<file path="src/rtl/dsp_mac_engine.sv">
// Pipelined pre-add / multiply / accumulate engine running N-sample dot-product jobs
// between a sample valid/ready stream and a result valid/ready port.
module dsp_mac_engine #(
  parameter int AW       = 18,
  parameter int BW       = 18,
  parameter int PW       = 48,
  parameter int MPIPE    = 2,
  parameter int LEN_W    = 8,
  parameter int SATURATE = 1
) (
  input  logic             CLK,
  input  logic             RSTN,
  input  logic             start,
  input  logic             abort,
  input  logic [LEN_W-1:0] len,
  input  logic             pre_en,
  input  logic             pre_sub,
  input  logic [PW-1:0]    c_init,
  input  logic             in_valid,
  output logic             in_ready,
  input  logic [AW-1:0]    a_in,
  input  logic [BW-1:0]    b_in,
  input  logic [BW-1:0]    d_in,
  output logic             out_valid,
  input  logic             out_ready,
  output logic [PW-1:0]    p_out,
  output logic             ovf,
  output logic             busy
);

  typedef enum logic [1:0] {IDLE, RUN, DRAIN, DONE} state_t;

  state_t                state, state_nxt;
  logic [LEN_W-1:0]      remaining;
  logic                  pre_en_q, pre_sub_q;
  logic signed [PW-1:0]  acc;
  logic signed [PW-1:0]  p_q;
  logic                  ovf_q;
  logic [MPIPE-1:0]      pipe_vld;
  logic signed [PW-1:0]  pipe_data [MPIPE];

  logic                  accept, flush;
  logic signed [AW-1:0]  a_s;
  logic signed [BW-1:0]  b_s, d_s;
  logic signed [BW:0]    pre;
  logic signed [AW+BW:0] prod;
  logic signed [PW-1:0]  m_ext;
  logic signed [PW:0]    sum;
  logic                  sum_ovf;
  logic signed [PW-1:0]  acc_nxt;

  assign accept = in_valid && (state == RUN);
  // Abort only acts on a running job; in IDLE it must not mask a start.
  assign flush  = abort && (state != IDLE);

  // Pre-adder is one bit wider than its operands so D +/- B can never wrap.
  assign a_s   = a_in;
  assign b_s   = b_in;
  assign d_s   = d_in;
  assign pre   = pre_en_q ? (pre_sub_q ? (BW+1)'(d_s) - (BW+1)'(b_s)
                                       : (BW+1)'(d_s) + (BW+1)'(b_s))
                          : (BW+1)'(b_s);
  assign prod  = (AW+BW+1)'(pre) * (AW+BW+1)'(a_s);
  assign m_ext = PW'(prod);

  // One guard bit: the two top bits of the sum disagree exactly on overflow.
  assign sum     = (PW+1)'(acc) + (PW+1)'(pipe_data[MPIPE-1]);
  assign sum_ovf = sum[PW] ^ sum[PW-1];
  assign acc_nxt = (sum_ovf && (SATURATE != 0))
                   ? (sum[PW] ? {1'b1, {(PW-1){1'b0}}} : {1'b0, {(PW-1){1'b1}}})
                   : sum[PW-1:0];

  always_comb begin
    // NOTE: default first so every path assigns state_nxt and no latch is inferred.
    state_nxt = state;
    case (state)
      IDLE:    if (start) state_nxt = (len == '0) ? DONE : RUN;
      RUN:     if (accept && remaining == LEN_W'(1)) state_nxt = DRAIN;
      DRAIN:   if (pipe_vld == '0) state_nxt = DONE;
      DONE:    if (out_ready) state_nxt = IDLE;
      default: state_nxt = IDLE;
    endcase
    if (flush) state_nxt = IDLE;
  end

  always_ff @(posedge CLK) begin
    if (!RSTN) begin
      state     <= IDLE;
      remaining <= '0;
      pre_en_q  <= 1'b0;
      pre_sub_q <= 1'b0;
      acc       <= '0;
      p_q       <= '0;
      ovf_q     <= 1'b0;
      pipe_vld  <= '0;
    end else begin
      state <= state_nxt;
      if (flush) begin
        pipe_vld <= '0;
      end else begin
        pipe_vld[0] <= accept;
        for (int i = 1; i < MPIPE; i++) pipe_vld[i] <= pipe_vld[i-1];

        case (state)
          IDLE: if (start) begin
            pre_en_q  <= pre_en;
            pre_sub_q <= pre_sub;
            acc       <= c_init;
            ovf_q     <= 1'b0;
            remaining <= len;
            if (len == '0) p_q <= c_init;
          end
          RUN:     if (accept) remaining <= remaining - LEN_W'(1);
          DRAIN:   if (pipe_vld == '0) p_q <= acc;
          default: ;
        endcase

        if (pipe_vld[MPIPE-1]) begin
          acc <= acc_nxt;
          if (sum_ovf) ovf_q <= 1'b1;
        end
      end
    end
  end

  // NOTE: the data pipeline is deliberately not reset; pipe_vld qualifies every
  // stage, so stale contents are never accumulated.
  always_ff @(posedge CLK) begin
    pipe_data[0] <= m_ext;
    for (int i = 1; i < MPIPE; i++) pipe_data[i] <= pipe_data[i-1];
  end

  assign in_ready  = (state == RUN);
  assign out_valid = (state == DONE);
  assign busy      = (state != IDLE);
  assign p_out     = p_q;
  assign ovf       = ovf_q;

endmodule

</file>
<file path="config.mk">
export PLATFORM = sky130hd
export DESIGN_NAME = dsp_mac_engine
export DESIGN_NICKNAME = d
export VERILOG_FILES = /design/src/rtl/dsp_mac_engine.sv
export SDC_FILE = /design/constraint.sdc
export NUM_CORES = 1
export LEC_CHECK = 0
export ABC_AREA = 0
export CELL_PAD_IN_SITES_DETAIL_PLACEMENT = 1
export CELL_PAD_IN_SITES_GLOBAL_PLACEMENT = 1
export CORE_ASPECT_RATIO = 1.4
export CORE_MARGIN = 3
export CORE_UTILIZATION = 51
export DETAILED_ROUTE_END_ITERATION = 6
export GPL_ROUTABILITY_DRIVEN = 0
export GPL_TIMING_DRIVEN = 0
export HOLD_SLACK_MARGIN = 0.05
export PLACE_DENSITY_LB_ADDON = 0.1
export SYNTH_ARGS = -nofsm -noshare
export SYNTH_HDL_FRONTEND = slang
export SYNTH_SLANG_ARGS = --single-unit
</file>
<file path="constraint.sdc">
create_clock -name CLK -period 28.4 [get_ports CLK]
set_clock_uncertainty 0.15 [all_clocks]
set_input_delay 4.26 -clock CLK [delete_from_list [all_inputs] [get_ports CLK]]
set_output_delay 4.26 -clock CLK [all_outputs]
set_load 0.005 [all_outputs]
</file>
==> summary by stage, run 1 <==
Synthesis
The cell area after synthesis is 0.0235 mm^2. Yosys printed 0 warnings. Each instance of the synthesized netlist takes up on average 8.68 um^2. By area the synthesized netlist is led by sky130_fd_sc_hd__fa_1, sky130_fd_sc_hd__dfxtp_1, sky130_fd_sc_hd__ha_1. The sequential fraction of the synthesis area is 15.8%. In this run the biggest area consumer among cell types represents 29.1% of the synthesized area. The most common flop cell mapped by yosys is sky130_fd_sc_hd__dfxtp_1. The count of flip-flops with a built-in enable after synthesis is 0. The count of different cell masters after synthesis is 80.

Counting flops with an async set or reset pin after synthesis yields a share of 0%. After synthesis the netlist holds a flip-flop and latch count of 185. The cell count after synthesis is 2707.

sky130_fd_sc_hd__fa_1 takes more of the synthesized area than any other cell. Synthesis produced a netlist with a net count of 3337.

Floorplan
The total core area is 0.0452 mm^2. The row count is 92. From left edge to right edge, the die measures 187 um. The count of pins on the block boundary is 170.

The floorplan step set the die height to 260 um. The initial utilization of the core area, before any placement, comes to 51.9%. The die area is 0.0487 mm^2.

Clock tree
TritonCTS built the clock tree. CTS saw 185 sinks. The later pin in the worst-skew pair is clocked with a latency of 460 ps. Buffers inserted to repair hold after CTS numbered 0. The count of instances resized after the clock tree is built is 0. In this run the number of H-tree levels came out at 4.

Clock tree synthesis inserted a total of 17 buffers. In this run the clock root is driven by a sky130_fd_sc_hd__clkbuf_16. The number of post-CTS setup repair buffers is 0. The clock-pin slew of the registers on the worst-case setup and hold paths is 70 ps. The number of buffers on the longest clock path is 2.

STA
The final critical path time including I/O delays and setup is 15440 ps. The final total negative setup slack is 0 ps. The number of max-slew violations in the final report is 0. The hold violation total from the final report came to 0. The worst pin sits at a relative slew slack of 17.5%. For this run, the top clock speed supported by timing is 0.0648 GHz.

The final worst-path cycle share is 54.4%. Setup repair after global routing left no endpoint under its margin. The final-report setup violation count is 0. The actual transition at the worst max-transition pin is 1230 ps.

Detailed routing
Once detail routing completed, the nets flagged for antenna violations numbered 0. The total via count after detailed routing is 20000. The final routed wirelength across all metal layers is 75.4 mm. After the first detailed-routing iteration, the DRC count stood at 1005. The post-detailed-route DRC marker count is 0. Dividing the detail-routed wire length by the instance count gives 21.5 um. The per-cell via count in the routed design is 5.71. The number of detailed-routing iterations run before antenna repair is 5.

Worst hold path
Counting instances, the worst hold path has a depth of 0. The path class of the tightest hold or removal check is flop to flop.

Global route
The maximum number of pins on one net before global-route repair is 20. Summed over all layers, the global routing overflow is 0. The initial antenna violation count came to 0.

The first-pass GRT wire length is 120 mm. The via count of the first global-routing pass was 22800. Global routing consumed, over all layers together, 31.1% of the routing resources.

Layout
The number of nets in the layout is 3512. The area growth from synthesis to layout is 12.4%. The total inserted antenna cells is 0.

The post-route netlist has 3.77% of its cells at a drive strength greater than 1.

Critical path
The worst setup path is launched from a primary input. The critical path start-end classification is primary input to flop. The worst setup path is captured at a flop. For this design, the slowest cell found on the critical path is sky130_fd_sc_hd__mux2i_1. The setup check on the worst reg-to-reg path leaves a slack of 16500 ps. The length in cells of the worst reg-to-reg path is 35. On the worst path, the slowest cell contributes a delay of 930 ps. The critical path arrival is 15650 ps. In this design, the critical path's most frequently occurring cell is sky130_fd_sc_hd__fa_1. For the worst setup path, the data required time is 28620 ps.

In this run the worst path has a maximum fanout of 10.

Placement
In this run the tool buffered the top-level ports with 156 buffer cells. The HPWL reported at the end of detailed placement is 64.2 mm.

Status
The run finished with clean final reports.

Job
The count of max-cap constraint violations is 0.
-- cells by family (layout without fill, tap and decap cells) --
family | after synthesis | after routing | synth area share [%]
compound gates | 468 | 468 | 12.9
xor+xnor | 123 | 123 | 4.59
fa+ha+maj | 518 | 518 | 38.5
buf+inv | 573 | 761 | 9.30
flops | 185 | 185 | 15.8
mux | 64 | 64 | 2.79
simple gates | 776 | 776 | 16.2
-- stage by stage --
stage          hold WS [ps]  instance area [um^2]  utilization (%)  instances  setup slack [ps]
2_1_floorplan           160                 23500                -       2707             15670
3_3_place_gp            160                 25800             57.1       3474             12960
3_5_place_dp            163                 25800             57.1       3474             12660
4_1_cts                 181                 26400             58.4       3506             13100
5_1_grt                 188                 26400             58.4       3506             12250
6_report                178                 26400             58.4       3506             12960
-- worst max-delay path: cells and delay by family --
kind	cells	cell delay (ps)
AOI/OAI and AO/OA	10	2540
and+or+nand+nor	12	2380
buffers and inverters	5	1210
xor gates and xnor gates	3	460
muxes	1	930
adders and majority gates	8	3840
-- final timing paths --
path,start,to
worst max-delay path,b_in[4],pipe_data[0][47]
worst max register to register,pre_sub_q,pipe_data[0][47]
worst min-delay path,pipe_data[0][13],pipe_data[0][61]
worst min register to register,pipe_data[0][13],pipe_data[0][61]
-- cell usage in the layout (no fill, tap or decap), types with 74 or more instances in the layout --
cell type / instances
sky130_fd_sc_hd__dfxtp_1: 185
sky130_fd_sc_hd__nand2_1: 257
sky130_fd_sc_hd__nor2_1: 171
sky130_fd_sc_hd__ha_1: 170
sky130_fd_sc_hd__a21oi_1: 149
sky130_fd_sc_hd__o21ai_0: 74
sky130_fd_sc_hd__clkdlybuf4s50_1: 156
sky130_fd_sc_hd__fa_1: 342
sky130_fd_sc_hd__inv_1: 445
sky130_fd_sc_hd__xnor2_1: 92
sky130_fd_sc_hd__and2_1: 149
sky130_fd_sc_hd__clkbuf_1: 96
-- routing by layer --
| layer | wire [um] | vias to the layer above | GRT usage (%) |
|---|---|---|---|
| met4 | 4970 | 0 | 18.1 |
| met3 | 2700 | 270 | 3.18 |
| met5 | 0 | - | 0 |
| met1 | 27800 | 10100 | 32.5 |
| li1 | - | 9081 | - |
| met2 | 40000 | 607 | 59.9 |
-- cells in the mapped netlist (9+ instances only) --
cell type	instances
sky130_fd_sc_hd__clkbuf_1	96
sky130_fd_sc_hd__a21oi_1	149
sky130_fd_sc_hd__a21o_1	36
sky130_fd_sc_hd__dfxtp_1	185
sky130_fd_sc_hd__or2_2	9
sky130_fd_sc_hd__buf_2	20
sky130_fd_sc_hd__nor4_2	9
sky130_fd_sc_hd__mux2_2	11
sky130_fd_sc_hd__o21a_1	20
sky130_fd_sc_hd__inv_1	445
sky130_fd_sc_hd__a211oi_1	72
sky130_fd_sc_hd__o211ai_1	16
sky130_fd_sc_hd__nand3_1	14
sky130_fd_sc_hd__xnor2_1	92
sky130_fd_sc_hd__o21ai_0	74
sky130_fd_sc_hd__mux2i_1	53
sky130_fd_sc_hd__nor4_1	23
sky130_fd_sc_hd__nand2_1	257
sky130_fd_sc_hd__nor2_1	171
sky130_fd_sc_hd__nand2b_1	14
sky130_fd_sc_hd__and3_1	9
sky130_fd_sc_hd__ha_1	170
sky130_fd_sc_hd__nand4_1	18
sky130_fd_sc_hd__xor2_1	31
sky130_fd_sc_hd__nor2b_1	26
sky130_fd_sc_hd__and2_1	149
sky130_fd_sc_hd__o21ai_1	9
sky130_fd_sc_hd__nor3_1	49
sky130_fd_sc_hd__buf_1	9
sky130_fd_sc_hd__fa_1	342
sky130_fd_sc_hd__a31oi_1	15
-- state kept, by name, indices dropped and copies added (netlist names) --
name       count
state          2
pipe_vld       2
acc           48
ovf            1
pipe_data     74
pre_en_q       1
remaining      8
p_out         48
pre_sub_q      1
-- final cells by class --
class                           count  area, um^2
Fill cell                        5426       18800
Multi-Input combinational cell   1949       17600
Sequential cell                   185        3700
Inverter                          446        1670
Timing Repair Buffer              156        1560
Tap cell                          611         764
Buffer                            127         510
Clock buffer                       18         439
Clock inverter                     14         155
Power of run 1 is not shown: default switching activity piles up to over one toggle a cycle in this logic, so the estimate is an artifact.
==> inputs of run 2 (changes only) <==
--- a/config.mk
+++ b/config.mk
@@ -10,7 +10,7 @@
 export CELL_PAD_IN_SITES_GLOBAL_PLACEMENT = 1
 export CORE_ASPECT_RATIO = 1.4
 export CORE_MARGIN = 3
-export CORE_UTILIZATION = 51
+export CORE_UTILIZATION = 47
 export DETAILED_ROUTE_END_ITERATION = 6
 export GPL_ROUTABILITY_DRIVEN = 0
 export GPL_TIMING_DRIVEN = 0
==> constraint.sdc (replaced) <==
create_clock -name CLK -period 15.1 [get_ports CLK]
set_clock_uncertainty 0.15 [all_clocks]
set_input_delay 2.265 -clock CLK [delete_from_list [all_inputs] [get_ports CLK]]
set_output_delay 2.265 -clock CLK [all_outputs]
set_load 0.005 [all_outputs]
==> summary by stage, run 2 (synthesis gave the netlist of run 1 again) <==
Floorplan
The total core area was 0.0492 mm^2 (+8.9%). The y dimension of the die is 271 um (+4.1%). The starting utilization of the core area is 47.7% (-4.2 points). The count of pins on the block boundary is 170 (unchanged).

The overall die width is 195 um (+4.0%). The row count is 96 (+4.3%). The die area is 0.0527 mm^2 (+8.3%).

Placement
The cell area reported after detailed placement came to 0.0258 mm^2 (+0.13%). The HPWL reported at the end of detailed placement is 64.0 mm (-0.22%). The quantity of I/O buffers inserted on ports came to 156 (unchanged).

Critical path
STA classifies the critical path startpoint as a primary input. The largest individual stage delay along the critical path comes from the cell sky130_fd_sc_hd__mux2i_1. The cell that appears most often on the critical path is sky130_fd_sc_hd__fa_1. The required time of the critical path is 15320 ps (-13300 ps). The origin of the critical flop-to-flop path is pre_sub_q.

The critical path is of the primary input to flop type. The worst setup path is captured at a flop. The critical path arrival is 13550 ps (-2100 ps). The highest fanout seen on the critical path is 10 (unchanged). The reg2reg setup slack came to 3340 ps (-13160 ps).

Tracing the worst setup path back leads to its startpoint at b_in[4]. The largest stage delay on the critical path is 930 ps (about the same).

STA
The final worst-path cycle share is 88.3%. The relative max-transition margin is 17.6% (+0.12 points). The final total negative setup slack came to 0 ps (unchanged). The worst path in the final design needs a cycle of 13330 ps, including I/O delays and setup.

The hold violation total from the final report was 0 (unchanged). The final-report setup violation count is 0 (unchanged). Setup repair after global routing left no endpoint under its margin.

The actual transition at the worst max-transition pin came to 1200 ps (-23.3 ps). The highest clock frequency the design can meet is 0.0750 GHz. The number of max-slew violations in the final report was 0 (unchanged).

Clock tree
The number of post-CTS setup repair buffers is 0 (unchanged). The H-tree depth is 4 (unchanged). The count of hold-fix buffers inserted at cts is 0 (unchanged).

The number of buffers inserted during clock tree synthesis is 17 (unchanged). The number of buffers on the longest clock path is 2 (unchanged). The count of instances resized after the clock tree is built was 0 (unchanged). The clock insertion delay at the later pin of the skew report is 470 ps (about the same). The clock tree root driver cell is sky130_fd_sc_hd__clkbuf_16. TritonCTS built the clock tree. The number of sinks on the clock net came to 185 (unchanged).

The clock-pin slew of the registers on the worst-case setup and hold paths is 70 ps (about the same).

Layout
The number of nets in the layout is 3512 (unchanged). The total inserted antenna cells is 0 (unchanged). More flip-flops sit in one register than any other, and that register is pipe_data. The area overhead of the layout relative to synthesis was 12.4% (about the same). The top cell types in the final layout, fill and taps aside, are sky130_fd_sc_hd__inv_1, sky130_fd_sc_hd__fa_1, sky130_fd_sc_hd__nand2_1. The number of inserted filler cells in the final layout came to 5858 (+8.0%). The number of flip-flops in the largest register came to 74 (unchanged).

The cell area after layout is 0.0264 mm^2 (about the same). The fraction of layout cells with a size suffix above 1 came to 3.73% (-0.033 points). The library cell used most frequently in the layout, excluding fill and tap cells, is sky130_fd_sc_hd__inv_1.

Global route
The maximum number of pins on one net before global-route repair is 18 (-10%). The global routing usage summed across all routing layers came to 28.4% (-2.6 points). The first-pass GRT wire length is 119 mm (-0.51%). The global-route congestion overflow total is 0 (unchanged). The initial antenna violation count is 0 (unchanged).

The via count of the first global-routing pass was 22600 (-1.1%).

Detailed routing
The total via count after detailed routing is 19800 (-1.2%). The number of detailed-routing iterations run before antenna repair is 7 (+2). The detailed route wirelength on metal3 was 2.42 mm (-10%). The average wire per cell in the routed design came to 21.1 um (-1.7%). The per-cell via count in the routed design came to 5.60 (-1.9%). The post-detailed-route DRC marker count is 0 (unchanged). The met2 wirelength from detailed routing came to 40.2 mm (+0.35%). The residual antenna-violating net count after detailed routing is 0 (unchanged). The number of design-rule violations left by the first detailed-router iteration is 714 (-29%). The final routed wirelength across all metal layers came to 74.7 mm (-1.0%). The highest routing layer actually used is met4.

The met1 wire length came to 27.9 mm (+0.64%).

Worst hold path
The startpoint of the most critical hold path is pipe_data[0][6]. The worst hold path belongs to the class flop to flop.

Status
The flow ran to the end, and the final reports show no timing, DRC or antenna violations.

Job
The count of max-cap constraint violations came to 0 (unchanged).
run 2: critical path, delay by kind of cell:
kind                       cells  cell delay (ps)
AOI/OAI and AO/OA             10             2450
xor gates and xnor gates       3              490
adders and majority gates      8             3850
buffers and inverters          5             1200
muxes                          1              930
and+or+nand+nor               12             2320
run 2: cell type report:
class                           instances  area [um^2]  share of cell area (%)
Inverter                              446         1670                    6.34
Timing Repair Buffer                  156         1560                    5.91
Sequential cell                       185         3700                    14.0
Tap cell                              637          797                    3.02
Clock buffer                           17          425                    1.61
Buffer                                127          510                    1.93
Clock inverter                         14          140                   0.531
Multi-Input combinational cell       1949        17600                    66.6
run 2: through the flow:
step | util (%) | hold slack, ps | worst slack, ps | instances
6_report | 53.6 | 175 | 1770 | 3531
5_1_grt | 53.6 | 184 | 1190 | 3531
4_1_cts | 53.6 | 180 | 1630 | 3531
3_5_place_dp | 52.5 | 163 | 1140 | 3500
3_3_place_gp | 52.5 | 160 | 1530 | 3500
2_1_floorplan | - | 160 | 4360 | 2707
run 2: path summary, 6_finish.rpt:
path	endpoint	depth (start not counted)
worst max-delay path	pipe_data[0][47]	39
worst min-delay path	pipe_data[0][54]	0
worst min register to register	pipe_data[0][54]	0
worst max register to register	pipe_data[0][47]	35
run 2: metal layers:
metal	vias to the layer above	track usage (%)
met1	10000	30.2
met2	506	54.9
met3	202	2.79
met4	0	14.7
met5	-	0
li1	9077	-
Power of run 2 is left out for the same reason.
